## src/rtl/eca_outbuf_streamer.sv

```systemverilog
// Drains wide parity words from the output-buffer FIFO and serializes them LSB-first into host beats.
// Frames the stream with packet and stripe boundaries. The first beat appears 2 cycles after the first pop.
module eca_outbuf_streamer #(
  parameter int INBUF_DATA_W = 512,
  parameter int OUT_W        = 64,
  parameter int M_MAX        = 4,
  parameter int WPP_MAX      = 16,
  parameter int M_W          = $clog2(M_MAX + 1),
  parameter int WPP_W        = $clog2(WPP_MAX + 1)
) (
  input  logic                    clk,
  input  logic                    rst,
  input  logic                    eca_en,
  input  logic [M_W-1:0]          m_val,
  input  logic [WPP_W-1:0]        words_per_pkt,
  input  logic                    outbuf_empty,
  output logic                    outbuf_rd_req,
  input  logic                    outbuf_rd_data_val,
  input  logic [INBUF_DATA_W-1:0] outbuf_rd_data,
  output logic                    out_valid,
  input  logic                    out_ready,
  output logic [OUT_W-1:0]        out_data,
  output logic                    out_last_pkt,
  output logic                    out_last_stripe,
  output logic [M_W-1:0]          out_pkt_idx,
  output logic                    stripe_done,
  output logic                    cfg_err,
  output logic                    busy
);
  localparam int R  = INBUF_DATA_W / OUT_W;
  localparam int BW = $clog2(R);

  typedef enum logic {IDLE, RUN} state_t;

  state_t                  state_q, state_d;
  logic [INBUF_DATA_W-1:0] head_q, head_d, pf_q, pf_d;
  logic                    head_vld_q, head_vld_d, pf_vld_q, pf_vld_d;
  logic                    outst_q, outst_d;
  logic [BW-1:0]           beat_q, beat_d;
  logic [WPP_W-1:0]        word_q, word_d, wpp_q, wpp_d;
  logic [M_W-1:0]          pkt_q, pkt_d, m_q, m_d;
  logic                    done_q, done_d;

  logic                    cfg_bad, cap, xfer, pop, latch;
  logic                    last_beat, last_word, last_pkt_int, last_str_int;
  logic [1:0]              fill;
  logic [R-1:0][OUT_W-1:0] head_beats;

  assign cfg_bad = (m_val == '0) || (m_val > M_W'(M_MAX)) ||
                   (words_per_pkt == '0) || (words_per_pkt > WPP_W'(WPP_MAX));
  // Buffered plus in-flight words never exceed the two buffer slots.
  assign fill = {1'b0, head_vld_q} + {1'b0, pf_vld_q} + {1'b0, outst_q};

  assign outbuf_rd_req = ~rst & eca_en & ~outbuf_empty & ~cfg_bad & (fill < 2'd2);
  assign cfg_err       = ~rst & cfg_bad;
  assign cap           = outbuf_rd_data_val & outst_q;

  assign head_beats   = head_q;
  assign last_beat    = (beat_q == BW'(R - 1));
  assign last_word    = (word_q == wpp_q - WPP_W'(1));
  assign last_pkt_int = last_beat & last_word;
  assign last_str_int = last_pkt_int & (pkt_q == m_q - M_W'(1));
  assign xfer         = head_vld_q & out_ready;
  assign pop          = xfer & last_beat;

  assign out_valid       = head_vld_q;
  assign out_data        = head_vld_q ? head_beats[beat_q] : '0;
  assign out_last_pkt    = head_vld_q & last_pkt_int;
  assign out_last_stripe = head_vld_q & last_str_int;
  assign out_pkt_idx     = pkt_q;
  assign stripe_done     = done_q;
  assign busy            = (state_q == RUN) | head_vld_q | pf_vld_q | outst_q;

  always_comb begin
    head_d     = head_q;
    head_vld_d = head_vld_q;
    pf_d       = pf_q;
    pf_vld_d   = pf_vld_q;
    outst_d    = outbuf_rd_req ? 1'b1 : (cap ? 1'b0 : outst_q);
    if (pop) begin
      if (pf_vld_q) begin
        head_d     = pf_q;
        head_vld_d = 1'b1;
        pf_vld_d   = cap;
        if (cap) pf_d = outbuf_rd_data;
      end else begin
        head_vld_d = cap;
        if (cap) head_d = outbuf_rd_data;
      end
    end else if (cap) begin
      if (!head_vld_q) begin
        head_d     = outbuf_rd_data;
        head_vld_d = 1'b1;
      end else begin
        pf_d     = outbuf_rd_data;
        pf_vld_d = 1'b1;
      end
    end
  end

  // Counters reach their terminal values together at stripe end, so they are zero at every stripe start.
  always_comb begin
    beat_d = beat_q;
    word_d = word_q;
    pkt_d  = pkt_q;
    if (xfer) begin
      beat_d = beat_q + BW'(1);
      if (last_beat) begin
        word_d = last_word ? '0 : word_q + WPP_W'(1);
        if (last_word) pkt_d = last_str_int ? '0 : pkt_q + M_W'(1);
      end
    end
  end

  always_comb begin
    state_d = state_q;
    latch   = 1'b0;
    m_d     = m_q;
    wpp_d   = wpp_q;
    done_d  = xfer & last_str_int;
    case (state_q)
      IDLE: begin
        if (head_vld_d) begin
          state_d = RUN;
          latch   = 1'b1;
        end
      end
      RUN: begin
        if (xfer && last_str_int) begin
          if (head_vld_d) latch = 1'b1;
          else            state_d = IDLE;
        end
      end
      default: state_d = IDLE;
    endcase
    // An invalid config at stripe start keeps the previous latched values.
    if (latch && !cfg_bad) begin
      m_d   = m_val;
      wpp_d = words_per_pkt;
    end
  end

  always_ff @(posedge clk or posedge rst) begin
    if (rst) begin
      state_q    <= IDLE;
      head_q     <= '0;
      head_vld_q <= 1'b0;
      pf_q       <= '0;
      pf_vld_q   <= 1'b0;
      outst_q    <= 1'b0;
      beat_q     <= '0;
      word_q     <= '0;
      pkt_q      <= '0;
      m_q        <= M_W'(1);
      wpp_q      <= WPP_W'(1);
      done_q     <= 1'b0;
    end else begin
      state_q    <= state_d;
      head_q     <= head_d;
      head_vld_q <= head_vld_d;
      pf_q       <= pf_d;
      pf_vld_q   <= pf_vld_d;
      outst_q    <= outst_d;
      beat_q     <= beat_d;
      word_q     <= word_d;
      pkt_q      <= pkt_d;
      m_q        <= m_d;
      wpp_q      <= wpp_d;
      done_q     <= done_d;
    end
  end
endmodule

```

## config.mk

```make
export PLATFORM = sky130hd
export DESIGN_NAME = eca_outbuf_streamer
export DESIGN_NICKNAME = d
export VERILOG_FILES = /design/src/rtl/eca_outbuf_streamer.sv
export SDC_FILE = /design/constraint.sdc
export NUM_CORES = 2
export LEC_CHECK = 0
export CAP_MARGIN = 25
export CORE_MARGIN = 2
export CORE_UTILIZATION = 45
export DETAILED_ROUTE_END_ITERATION = 8
export DONT_BUFFER_PORTS = 1
export PLACE_DENSITY_LB_ADDON = 0.2
export SLEW_MARGIN = 10
export SYNTH_ARGS = -nofsm -noshare
export SYNTH_HDL_FRONTEND = slang
export SYNTH_SLANG_ARGS = --single-unit
```

## constraint.sdc

```tcl
create_clock -name clk -period 77.1 [get_ports clk]
set_input_delay 7.71 -clock clk [delete_from_list [all_inputs] [get_ports clk]]
set_output_delay 7.71 -clock clk [all_outputs]
set_load 0.05 [all_outputs]
```

==> run_results.csv <==
group,metric,value,unit
critical_path,reg2reg_from,"beat_q[1]",
power,pwr-share-seq,0.403,
finish,area_growth,11.1,%
routing,drtPass1Iterations,5,
logic_synthesis,ys_seq_area_frac,0.558,
critical_path,timing.rr.end,"pf_q[8]",
logic_synthesis,netlist-cell-type-count,43,
placed_design,gp_congestion,0.851,
routing,route.detailed.drc,0,
logic_synthesis,synth_top_area_cell,"dfrtp_1",
floorplan,io_pins,600,
critical_path,cp.required,69.39,ns
floorplan,die-area,107000,sq um
floorplan,die_h,327,um
sta,max_freq,59.2,MHz
logic_synthesis,synth_edf_count,0,
clocking,numCtsBuffers,113,
routing,wire_per_inst,23.5,um
power,comb_power_share,0.353,
sta,slew_viol_final,0,
clocking,post_cts_buffers,0,
routing,dr_wl_met3,11.8,mm
placed_design,io_buffers,0,
finish,final_cell_mix,"dfrtp_1, nand2_1, nor2_1, mux2_2, a31oi_1",
sta,hold_viol,0,
routing,drt-initial-drc-count,2701,
routing,routed-via-count,32100,
sta,tightest_slew,1.19,ns
clocking,path_clk_slew,0.05,ns
logic_synthesis,synth_top_area_frac,0.557,
routing,viasPerCell,5.69,
routing,wl_met2,58.0,mm
grt,grt_pass1_vias,30500,
routing,wirelength,132,mm
logic_synthesis,syn-cell-area,47000,sq um
grt,grt_util_all_layers,0.245,
critical_path,reg2reg_depth,9,
critical_path,start_kind,"primary input",
logic_synthesis,yosys_warnings,0,
clocking,cts.path.max_buffers,3,
logic_synthesis,synth.avg_cell_area,10.9,sq um
critical_path,worstPathMaxFanout,4,
finish,final_common_cell,"dfrtp_1",
finish,drive_gt1_frac,0.217,
sta,fin_skew,0.0171,ns
power,p_leak,23.1,nW
run,cap_violations,0,
critical_path,r2r_slack,70.63,ns
clocking,clock_latency,0.70,ns
grt,grt_max_degree,246,
hold_path,hold_class,"flop to flop",
sta,post-route-period-util,0.219,
grt,grt_pass1_wl,200,mm
placed_design,dp_hpwl,84.8,mm
outcome,status,"finished, final reports clean",
floorplan,die_w,327,um
routing,top_layer_used,"met5",
power,ir_worst_vdd,0.0000291,V
logic_synthesis,synth.area.top_cells,"dfrtp_1, mux2_2, nand2_1, a31oi_1, mux4_2",
logic_synthesis,synth_fp_nets,4831,
sta,tns,0,ns
floorplan,start_util,0.454,
clocking,hold_buffers,0,
finish,instances_no_fill,5635,
clocking,htree_levels,3,
logic_synthesis,synth_ff_type,"dfrtp_1",
critical_path,worst-setup-path-type,"primary input to output port",
finish,fin_nets,4679,
critical_path,crit_path_end,"cfg_err",
power,switching_share,0.374,
sta,setup_viol,0,
placed_design,dp_cells,5402,
power,clkPwrFrac,0.245,
floorplan,placeableCoreArea,103000,sq um
floorplan,core.rowCount,118,
grt,antenna_found_initial,12,
critical_path,critical_path_arrival,9.19,ns
clocking,clockRootBuffer,"clkbuf_16",
clocking,cts.sinks,1048,
critical_path,startpoint,"words_per_pkt[1]",
power,internal-power,1.47,mW
sta,period_needed,16.90,ns
logic_synthesis,synthArstFlopShare,1.00,
routing,met1_length,59.7,mm
power,switchingPower,878,uW
logic_synthesis,ys_ff_latch,1048,
clocking,cts_resized,0,
sta,rsz0062_at_grt,"no",
routing,detail-route-antenna-nets,0,
sta,relSlewSlack,0.209,
clocking,cts_tree,"done",
grt,gr-total-overflow,0,
critical_path,cp-end-kind,"output port",
logic_synthesis,syn_inst,4298,
finish,fillers,9209,
power,powerDensity,45.0,nW/um^2
power,p_total,2.35,mW
==> power by group through the flow <==
| stage | Combinational (mW) | Sequential, mW | Clock (mW) |
|---|---|---|---|
| 3_3_place_gp | 0.803 | 0.948 | 0 |
| 6_report | 0.829 | 0.947 | 0.575 |
| 2_1_floorplan | 0.651 | 0.893 | 0 |
| 5_1_grt | 0.894 | 0.977 | 0.610 |
| 3_5_place_dp | 0.826 | 0.958 | 0 |
| 4_1_cts | 0.827 | 0.949 | 0.588 |
==> synthesized netlist by cell type, types with 2 or more instances <==
master    count
mux2_4        8
or4_1         3
clkbuf_1    240
a21o_1        2
buf_1        13
a21oi_1       3
nor3_1        4
o21ai_0       8
dfrtp_1    1046
xor2_1        5
a31oi_1     513
xnor2_1       6
dfstp_2       2
inv_1        10
nor2b_1      65
buf_2        72
nand2_1    1040
mux2_2      514
a211o_1       2
mux2i_1      64
mux4_2      128
nor2_1      519
ha_1          7
nand3_1       5
==> state kept, by name, summed over array words and instances, names as in the netlist, 3 cells and up <==
name / cells
head_beats: 512
out_pkt_idx: 3
pf_q: 512
word_q: 5
wpp_q: 5
beat_q: 3
m_q: 3
==> critical path, stage by stage <==
cell and delay (ns):
nor4_1 0.30, xor2_1 0.39, nor2_1 0.10, nor2_1 0.69
==> through the flow <==
step,cell area [sq um],setup slack [ns],utilization,hold slack (ns)
after floorplan,47000,36.48,-,0.479
after global placement,47900,60.18,0.463,0.486
after detailed placement,48000,60.20,0.464,0.492
after CTS,52000,60.19,0.502,0.505
after global routing,52200,60.18,0.505,0.510
final,52200,60.20,0.505,0.502
==> how the worst min path moves through the flow <==
stage | from | end | slack [ns] | depth (start not counted)
3_3_place_gp | pf_q[24] | pf_q[24] | 0.49 | 1
3_5_place_dp | pf_q[403] | pf_q[403] | 0.49 | 1
6_report | pf_q[142] | pf_q[142] | 0.50 | 1
4_1_cts | pf_q[491] | pf_q[491] | 0.51 | 1
2_1_floorplan | pf_q[0] | pf_q[0] | 0.48 | 1
5_1_grt | pf_q[213] | pf_q[213] | 0.51 | 1
==> cell families after synthesis <==
kind of cell	Yosys count	share of synthesized area
xor gates and xnor gates	12	0.00256
DFF	1048	0.558
AOI/OAI and AO/OA	536	0.0716
adders and majority gates	7	0.00186
buffers and inverters	336	0.0289
and+or+nand+nor	1645	0.136
muxes	714	0.201
==> final cells by class <==
class | count | area, sq um | share of cell area
Tap cell | 1380 | 1730 | 0.0331
Clock inverter | 48 | 597 | 0.0114
Sequential cell | 1048 | 26200 | 0.503
Clock buffer | 167 | 3390 | 0.0649
Timing Repair Buffer | 59 | 756 | 0.0145
Inverter | 10 | 45.0 | 0.000863
Multi-Input combinational cell | 2914 | 19400 | 0.372
Antenna cell | 9 | 22.5 | 0.000431
==> per-layer routing <==
| metal | GRT usage | vias to the layer above |
|---|---|---|
| li1 | - | 14600 |
| met1 | 0.358 | 16400 |
| met2 | 0.354 | 911 |
| met3 | 0.0736 | 151 |
| met4 | 0.0677 | 2 |
| met5 | 0 | - |
Power figures use the tool's default switching activity.
